==> src/rtl/ram_bist_ctrl.sv <==
// BIST sequencer for a dual-port RAM: writes complementary patterns through both
// ports, reads each back through the opposite port, and reports pass/fail.
module ram_bist_ctrl #(
  parameter int unsigned   AW      = 7,
  parameter int unsigned   DW      = 8,
  parameter logic [DW-1:0] PATTERN = 8'hAA
) (
  input  logic          clk,
  input  logic          rst_n,
  input  logic          start,
  output logic          busy,
  output logic          done,
  output logic          pass,
  output logic [7:0]    err_count,
  output logic [AW-1:0] err_addr,
  output logic [AW-1:0] a1,
  output logic [DW-1:0] d1,
  output logic          we1,
  output logic [AW-1:0] a2,
  output logic [DW-1:0] d2,
  output logic          we2,
  input  logic [DW-1:0] q1,
  input  logic [DW-1:0] q2
);

  localparam int unsigned KW = AW - 1;
  localparam logic [KW-1:0] KMAX = '1;

  typedef enum logic [2:0] {S_IDLE, S_WRITE, S_READ, S_DRAIN, S_DONE} state_t;

  state_t        state_q, state_d;
  logic          p_q, p_d;
  logic [KW-1:0] k_q, k_d;
  logic          start_pend_q, start_pend_d;
  logic          cmp_vld_q, cmp_vld_d;
  logic [DW-1:0] exp1_q, exp1_d, exp2_q, exp2_d;
  logic [AW-1:0] cadr1_q, cadr1_d, cadr2_q, cadr2_d;
  logic [7:0]    err_count_q, err_count_d;
  logic [AW-1:0] err_addr_q, err_addr_d;
  logic          busy_q, busy_d, done_q, done_d, pass_q, pass_d;
  logic [AW-1:0] a1_q, a1_d, a2_q, a2_d;
  logic [DW-1:0] d1_q, d1_d, d2_q, d2_d;
  logic          we1_q, we1_d, we2_q, we2_d;

  logic          mis1, mis2;
  logic [8:0]    err_sum;
  logic [DW-1:0] pat_q, pat_d;

  always_comb begin
    state_d      = state_q;
    p_d          = p_q;
    k_d          = k_q;
    start_pend_d = start && (state_q == S_IDLE || state_q == S_DONE);
    pat_q        = p_q ? ~PATTERN : PATTERN;
    // Read-back expectations follow the RAM's one-cycle read latency
    cmp_vld_d    = (state_q == S_READ);
    exp1_d       = ~pat_q;
    exp2_d       = pat_q;
    cadr1_d      = a1_q;
    cadr2_d      = a2_q;

    mis1         = cmp_vld_q && (q1 != exp1_q);
    mis2         = cmp_vld_q && (q2 != exp2_q);
    err_sum      = {1'b0, err_count_q} + 9'(mis1) + 9'(mis2);
    err_count_d  = err_sum[8] ? 8'hFF : err_sum[7:0];
    err_addr_d   = err_addr_q;
    if ((mis1 || mis2) && err_count_q == 8'd0) begin
      err_addr_d = mis1 ? cadr1_q : cadr2_q;
    end

    case (state_q)
      S_IDLE, S_DONE: begin
        if (start_pend_q) begin
          state_d     = S_WRITE;
          p_d         = 1'b0;
          k_d         = '0;
          err_count_d = 8'd0;
          err_addr_d  = '0;
        end
      end
      S_WRITE: begin
        if (k_q == KMAX) begin
          state_d = S_READ;
          k_d     = '0;
        end else begin
          k_d = k_q + KW'(1);
        end
      end
      S_READ: begin
        if (k_q == KMAX) begin
          state_d = S_DRAIN;
          k_d     = '0;
        end else begin
          k_d = k_q + KW'(1);
        end
      end
      S_DRAIN: begin
        if (!p_q) begin
          state_d = S_WRITE;
          p_d     = 1'b1;
          k_d     = '0;
        end else begin
          state_d = S_DONE;
        end
      end
      default: state_d = S_IDLE;
    endcase

    // Outputs are registered from the next state so they line up with state_q
    pat_d  = p_d ? ~PATTERN : PATTERN;
    busy_d = (state_d == S_WRITE || state_d == S_READ || state_d == S_DRAIN);
    done_d = (state_d == S_DONE);
    pass_d = done_d && (err_count_d == 8'd0);
    a1_d   = '0;
    a2_d   = '0;
    d1_d   = '0;
    d2_d   = '0;
    we1_d  = 1'b0;
    we2_d  = 1'b0;
    if (state_d == S_WRITE) begin
      we1_d = 1'b1;
      we2_d = 1'b1;
      a1_d  = {k_d, 1'b0};
      a2_d  = {k_d, 1'b1};
      d1_d  = pat_d;
      d2_d  = ~pat_d;
    end else if (state_d == S_READ) begin
      a1_d  = {k_d, 1'b1};
      a2_d  = {k_d, 1'b0};
    end
  end

  always_ff @(posedge clk or negedge rst_n) begin
    if (!rst_n) begin
      state_q      <= S_IDLE;
      p_q          <= 1'b0;
      k_q          <= '0;
      start_pend_q <= 1'b0;
      cmp_vld_q    <= 1'b0;
      exp1_q       <= '0;
      exp2_q       <= '0;
      cadr1_q      <= '0;
      cadr2_q      <= '0;
      err_count_q  <= 8'd0;
      err_addr_q   <= '0;
      busy_q       <= 1'b0;
      done_q       <= 1'b0;
      pass_q       <= 1'b0;
      a1_q         <= '0;
      a2_q         <= '0;
      d1_q         <= '0;
      d2_q         <= '0;
      we1_q        <= 1'b0;
      we2_q        <= 1'b0;
    end else begin
      state_q      <= state_d;
      p_q          <= p_d;
      k_q          <= k_d;
      start_pend_q <= start_pend_d;
      cmp_vld_q    <= cmp_vld_d;
      exp1_q       <= exp1_d;
      exp2_q       <= exp2_d;
      cadr1_q      <= cadr1_d;
      cadr2_q      <= cadr2_d;
      err_count_q  <= err_count_d;
      err_addr_q   <= err_addr_d;
      busy_q       <= busy_d;
      done_q       <= done_d;
      pass_q       <= pass_d;
      a1_q         <= a1_d;
      a2_q         <= a2_d;
      d1_q         <= d1_d;
      d2_q         <= d2_d;
      we1_q        <= we1_d;
      we2_q        <= we2_d;
    end
  end

  assign busy      = busy_q;
  assign done      = done_q;
  assign pass      = pass_q;
  assign err_count = err_count_q;
  assign err_addr  = err_addr_q;
  assign a1        = a1_q;
  assign d1        = d1_q;
  assign we1       = we1_q;
  assign a2        = a2_q;
  assign d2        = d2_q;
  assign we2       = we2_q;

endmodule

==> config.mk <==
export PLATFORM = sky130hd
export DESIGN_NAME = ram_bist_ctrl
export DESIGN_NICKNAME = d
export VERILOG_FILES = /design/src/rtl/ram_bist_ctrl.sv
export SDC_FILE = /design/constraint.sdc
export NUM_CORES = 1
export LEC_CHECK = 0
export CORE_UTILIZATION = 45
export CTS_CLUSTER_SIZE = 16
export DETAILED_ROUTE_END_ITERATION = 6
export PLACE_DENSITY_LB_ADDON = 0.05
export SLEW_MARGIN = 15
export SYNTH_ARGS = -nofsm -noshare
export SYNTH_HDL_FRONTEND = slang
export SYNTH_SLANG_ARGS = --single-unit
export TNS_END_PERCENT = 100
==> constraint.sdc <==
create_clock -name clk -period 5.6 [get_ports clk]
set_input_delay 1.12 -clock clk [delete_from_list [all_inputs] [get_ports clk]]
set_output_delay 1.12 -clock clk [all_outputs]
set_load 0.005 [all_outputs]
==> summary.txt, run 1 <==
Synth
  – Most common library cells after synthesis: 50 x dfrtp_1, 22 x buf_4, 22 x nor2_1
  – Sequential fraction of the synthesis area: 52.3%
  – Area leader, netlist: dfrtp_1
  – Compound-Gate Fraction of Synth Area: 9.98%
  – Share of the synthesized area in the top cell type: 52.3%
  – Mux cell area share after synthesis: 4.18%
  – Syn avg cell area: 10.6 µm²
  – Number of synthesized flops with an enable pin: 0
  – Syn Nets: 248
  – Post-Synth Adder-Cell Area: 1.88%
  – Fraction of registers with async set/reset: 100%
  – Top FF cell, synth: dfrtp_1
  – Post-Synth Simple-Gate Area: 19.7%
  – Most frequent cell after synthesis: dfrtp_1
  – XOR/XNOR Fraction of Synth Area: 2.93%
  – Yosys Warn Count: 0
  – Largest family of logic cells by synthesized area: simple AND/OR/NAND/NOR gates
  – Post-Synthesis Cells: 226
  – Synth Cell Area: 0.00239 mm²
  – Post-synth cell types: 39
  – #FFs+latches synth: 50
  – Leading post-synthesis cells by cell area: dfrtp_1 52%, buf_4 6.9%, mux2i_4 3.8%

CTS
  – CTS Sinks: 50
  – CTS tree: yes
  – Clk buf depth: 2
  – Clock Latency Late Sink: 0.29 ns
  – Setup Fix Bufs, Post-CTS: 0
  – Total CTS buffers: 5
  – Gates resized, CTS repair: 0
  – Clk root buf: clkbuf_8
  – Hold-fix buffer count after cts: 0
  – Clk slew on worst S/H paths: 0.09 ns
  – H-Tree Depth: 2

Floorplanning
  – Starting density of the core: 46.9%
  – Die height: 74.9 µm
  – Row count: 26
  – Area of the core: 0.00511 mm²
  – IO Pins: 69
  – Die Width: 74.9 µm
  – Die area: 0.00561 mm²

Final layout
  – Fillers: 447
  – Inserted Diodes: 0
  – Share of layout cells above drive strength 1: 7.27%
  – Final nets: 296
  – Area grow syn2layout: 29.0%

Routing
  – Pre-Repair DR Iteration Count: 4
  – Via count: 1757
  – Total Wirelength: 4.56 mm
  – Wire per inst: 13.2 µm
  – Antenna-violating nets left: 0
  – Iteration-0 DRC Markers: 85
  – Drt drc: 0
  – Vias/cell: 5.09

GRT
  – Grt total ovfl: 0
  – Initial antenna violation count: 0
  – Gr usage total: 17.8%
  – Vias in the first global route: 1641
  – Largest net degree at the start of global routing: 51
  – Global-route wire length before repair: 7.50 mm

Timing
  – Setup TNS after final layout: 0 ns
  – Minimum clock period after layout: 3.78 ns
  – Unrepaired setup endpoints after global routing: false
  – Tcrit/Tclk final: 67.5%
  – Fin. Hold Viols: 0
  – Slew headroom: 58.6%
  – Final setup fails: 0
  – Worst-margin pin slew: 0.613 ns
  – F_max: 0.264 GHz
  – Clock Skew: 0.00302 ns
  – Fin. max-slew vios: 0

Place
  – Port Buf Inserts: 68
  – DPL Wire Length: 3.46 mm
  – GPL Wtd Cong: 0.857

Worst hold path
  – Hold WC Path Type: flop to flop

Worst setup path
  – CP max FO: 5
  – Setup CP Type: primary input to flop
  – Crit path capture type: flop
  – WP data required: 5.80 ns
  – CP startpoint kind: primary input
  – Worst Path Arrival: 3.99 ns

Pwr
  – Worst vdd ir: 0.215 mV
  – Final Power: 0.000946 W
  – Leakage: 1.32 nW
  – Power Dens Cells: 306 mW/mm²

Flow run
  – Max-Cap Viols: 0

Outcome
  – Outcome: completed
sequential cells by signal, indices dropped and copies added (netlist names), 2 cells and up:
| register | count |
|---|---|
| err_count | 8 |
| exp2_q | 2 |
| a2 | 6 |
| err_addr | 7 |
| d2 | 2 |
| k_q | 6 |
| a1 | 2 |
| state_q | 3 |
| cadr1_q | 2 |
| cadr2_q | 6 |
stage by stage:
step | hold slack [ns] | std cells | cell area (µm²) | setup WS [ns] | util, %
floorplan | 0.376 | 226 | 2390 | 2.09 | -
global placement | 0.359 | 337 | 2970 | 1.58 | 58.2
detailed placement | 0.363 | 337 | 2970 | 1.50 | 58.2
CTS | 0.385 | 345 | 3090 | 1.81 | 60.4
global route | 0.394 | 345 | 3090 | 1.64 | 60.4
finish | 0.380 | 345 | 3090 | 1.82 | 60.4
routing by layer:
metal | wire length, µm | global-route usage, %
met2 | 2370 | 29.6
met3 | 185 | 3.88
met4 | 46 | 5.87
met5 | 0 | 0
met1 | 1960 | 23.2
cell usage in the layout, fill, tap and decap left out, types with 5 or more instances in the layout:
cell             instances
a21oi_1                 13
clkbuf_8                 5
clkdlybuf4s50_1         67
dfrtp_1                 50
inv_1                    7
nand2_1                 12
nand3_1                 12
nand4_1                  8
nor2_1                  22
nor2b_1                  5
nor3_1                   5
o21ai_0                 12
xor2_1                   6
path summary, 6_finish.rpt:
| kind | startpoint | end | slack [ns] | cells past startpoint |
|---|---|---|---|---|
| worst max-delay path | q2[0] | pass | 1.82 | 11 |
| worst min-delay path | a1[0] | cadr1_q[0] | 0.38 | 0 |
| worst max register to register | exp2_q[6] | pass | 2.63 | 10 |
| worst min register to register | a1[0] | cadr1_q[0] | 0.38 | 0 |
| max in group asynchronous | rst_n | cadr2_q[1] | 4.28 | 2 |
| min in group asynchronous | rst_n | pass | 0.92 | 2 |
final cells by class:
type	count	area, µm²	share of cell area (%)
clock buffers	5	68.8	2.23
clock inverters	3	43.8	1.42
repair buffers	69	683	22.1
well taps	70	87.6	2.84
multi-input cells	141	926	30.0
inverters	7	26.3	0.851
flip-flops and latches	50	1250	40.5
kinds of logic (layout without fill, tap and decap cells):
group	count (synthesis)	after routing
adder cells (fa/ha/maj)	3	3
multiplexers	5	5
flip-flops	50	50
AND/OR/NAND/NOR	86	86
AO/OA/AOI/OAI	39	39
XOR/XNOR	8	8
buffers and inverters	35	84
critical path, cell delays in order:
cell and delay (ns):
clkdlybuf4s50_1 0.41, or4_1 0.57, mux2i_4 0.19, a21oi_1 0.12, fa_1 0.44, ha_1 0.24
and3_1 0.24, a31oi_1 0.17, nor3_1 0.07, nor3b_1 0.19, nor3b_1 0.21
report_power, final:
group / switching (W) / internal (W) / leakage [nW] / total [W]
clock network: 0.000114 / 0.000134 / 0.0585 / 0.000248
logic: 0.0000832 / 0.000140 / 0.613 / 0.000223
registers: 0.0000517 / 0.000423 / 0.649 / 0.000475
Note: power is estimated with default switching activity, not from simulation.
==> run 2, diff against run 1 <==
- CORE_UTILIZATION: 45 -> 43
- clock period: 5.6 -> 3 ns (I/O delays scaled with it)
==> run 2 against run 1 <==
Register-to-register slack worse by 2.3 ns. Die area up 4.5%. Utilization up 2.4 points. Clock power up 48%. Design area up 6.7%. Combinational power up 90%. Count of clock-buffer cells in the layout up 1. Routed wire length up 9.1%. First-iteration DRC count down 15%. Total power up 77%. Via count up 4.6%. Critical path type unchanged.
==> summary.txt, run 2 (synthesis gave the netlist of run 1 again) <==
GRT
  – Grt total ovfl: 0 (unchanged)
  – Vias in the first global route: 1769 (+7.8%)
  – Gr usage total: 18.0% (+0.16 points)
  – Largest net degree at the start of global routing: 51 (unchanged)
  – Initial antenna violation count: 0 (unchanged)
  – Global-route wire length before repair: 8.41 mm (+12%)

Floorplanning
  – Die height: 76.6 µm (+2.2%)
  – Die area: 0.00587 mm² (+4.5%)
  – IO Pins: 69 (unchanged)
  – Die Width: 76.6 µm (+2.2%)
  – Starting density of the core: 45.7% (-1.2 points)
  – Area of the core: 0.00524 mm² (+2.5%)
  – Row count: 26 (unchanged)

Pwr
  – Internal power: 0.00121 W (+74%)
  – Part of the power in combinational logic: 25.2% (+1.6 points)
  – Clock power frac: 21.9% (-4.3 points)
  – Sw frac: 27.5% (+1.2 points)
  – Leakage: 1.45 nW (+9.8%)
  – Final Power: 0.00167 W (+77%)
  – Sequential power share: 52.9% (+2.7 points)
  – Power Dens Cells: 509 mW/mm² (+66%)
  – Sw power: 0.000461 W (+85%)
  – Worst vdd ir: 0.397 mV (+84%)

Final layout
  – Most common cell after layout, fill and taps aside: clkdlybuf4s50_1
  – Fillers: 428 (-4.3%)
  – Area grow syn2layout: 37.6%
  – Design area: 0.00329 mm² (+6.7%)
  – Inserted Diodes: 0 (unchanged)
  – Most frequent cells in the layout: 60 x clkdlybuf4s50_1, 50 x dfrtp_1, 21 x nor2_1
  – Share of layout cells above drive strength 1: 18.0% (+11 points)
  – Final nets: 311 (+5.1%)
  – Max reg flops: 8 (unchanged)
  – Post-layout util: 62.9% (+2.4 points)

Timing
  – F_max: 0.342 GHz
  – Final setup fails: 0 (unchanged)
  – Fin. max-slew vios: 0 (unchanged)
  – Fin. Hold Viols: 0 (unchanged)
  – Min Hold Slack: 0.388 ns (+0.00773 ns)
  – Setup TNS after final layout: 0 ns (unchanged)
  – Clock Skew: 0.00635 ns (+0.00332 ns)
  – Worst-margin pin slew: 0.754 ns (+0.141 ns)
  – Slew headroom: 49.7% (-8.8 points)
  – Minimum clock period after layout: 2.92 ns
  – Tcrit/Tclk final: 97.4%

CTS
  – Clock Latency Late Sink: 0.29 ns (about the same)
  – CTS Sinks: 50 (unchanged)
  – Clk buf depth: 2 (unchanged)
  – Clk root buf: clkbuf_8
  – Total CTS buffers: 5 (unchanged)
  – Hold-fix buffer count after cts: 0 (unchanged)
  – CTS tree: yes
  – Clk slew on worst S/H paths: 0.08 ns (about the same)
  – H-Tree Depth: 2 (unchanged)

Worst setup path
  – CP startpoint kind: primary input
  – Worst Path Arrival: 3.14 ns (-0.85 ns)
  – Crit path capture type: flop
  – WP data required: 3.22 ns (-2.58 ns)
  – CP max FO: 5 (unchanged)
  – Reg2reg path depth: 10 (unchanged)
  – Setup CP Type: primary input to flop

Routing
  – Pre-Repair DR Iteration Count: 4 (unchanged)
  – Iteration-0 DRC Markers: 72 (-15%)
  – Wire per inst: 13.8 µm (+4.8%)
  – Vias/cell: 5.12 (+0.48%)
  – Total Wirelength: 4.97 mm (+9.1%)
  – Drt drc: 0 (unchanged)
  – Via count: 1837 (+4.6%)
  – Antenna-violating nets left: 0 (unchanged)

Outcome
  – Outcome: completed

Place
  – DPL Wire Length: 3.55 mm (+2.5%)
  – Port Buf Inserts: 68 (unchanged)
  – GPL Wtd Cong: 0.861 (+0.54%)
  – Cell area after placement: 0.00305 mm² (+2.5%)

Worst hold path
  – Hold WC Path Type: primary input to asynchronous set/reset pin

Flow run
  – Max-Cap Viols: 0 (unchanged)
## run 2: worst paths after layout
path / startpoint / endpoint / slack [ns]
worst min-delay path: rst_n / pass / 0.39
min in group clk: a2[1] / cadr2_q[1] / 0.41
worst max register to register: exp2_q[5] / pass / 0.31
max in group asynchronous: rst_n / a2[0] / 2.18
worst min register to register: a2[1] / cadr2_q[1] / 0.41
worst max-delay path: q1[3] / pass / 0.08
## run 2: repair_timing
action                                  CTS  global route
endpoints found under the setup margin    1             2
setup buffers                             3             2
resized for setup                        11            18
gates cloned                              0             0
pin swaps                                 6            12
## run 2: layout make-up
type                            count  area [µm²]  area share, %
Clock buffer                        6        72.6           2.20
Clock inverter                      1        7.51          0.228
Inverter                            7        26.3          0.798
Multi-Input combinational cell    141        1030           31.4
Sequential cell                    50        1250           38.0
Tap cell                           70        87.6           2.66
Timing Repair Buffer               84         813           24.7
## run 2: power by group through the flow
stage               registers, W  logic (W)  clock network, W
floorplan               0.000880   0.000241                 0
global placement        0.000896   0.000420                 0
detailed placement      0.000900   0.000423                 0
CTS                     0.000887   0.000427          0.000384
global route            0.000904   0.000471          0.000408
finish                  0.000886   0.000423          0.000366
## run 2: critical path: stages
cell             delay [ns]
clkdlybuf4s50_1        0.42
or4_4                  0.49
mux2i_4                0.18
a21oi_2                0.09
fa_2                   0.38
ha_4                   0.17
and3_4                 0.20
a31oi_4                0.18
nor3_4                 0.06
nor3b_2                0.20
nor3b_2                0.17
## run 2: per-stage QoR
stage                     setup slack, ns  cells
after CTS                         0.00401    357
after detailed placement           -0.524    347
after global placement             -0.423    347
final                              0.0778    359
after global routing              -0.0303    359
after floorplan                    0.0130    226
## run 2: layer usage
layer  GRT usage, %  vias to the layer above  share of wire [%]
li1               -                      904                  -
met1           23.7                      897                 47
met2           29.6                       32                 50
met3           4.07                        4                2.9
met4           5.19                        0               0.68
met5              0                        -                  0
==> run 3, diff against run 2 <==
- ABC_CLOCK_PERIOD_IN_PS: unset -> 3000
==> results of run 3 <==
Same layout as run 2: the final DEF is identical, and so are final timing and power.
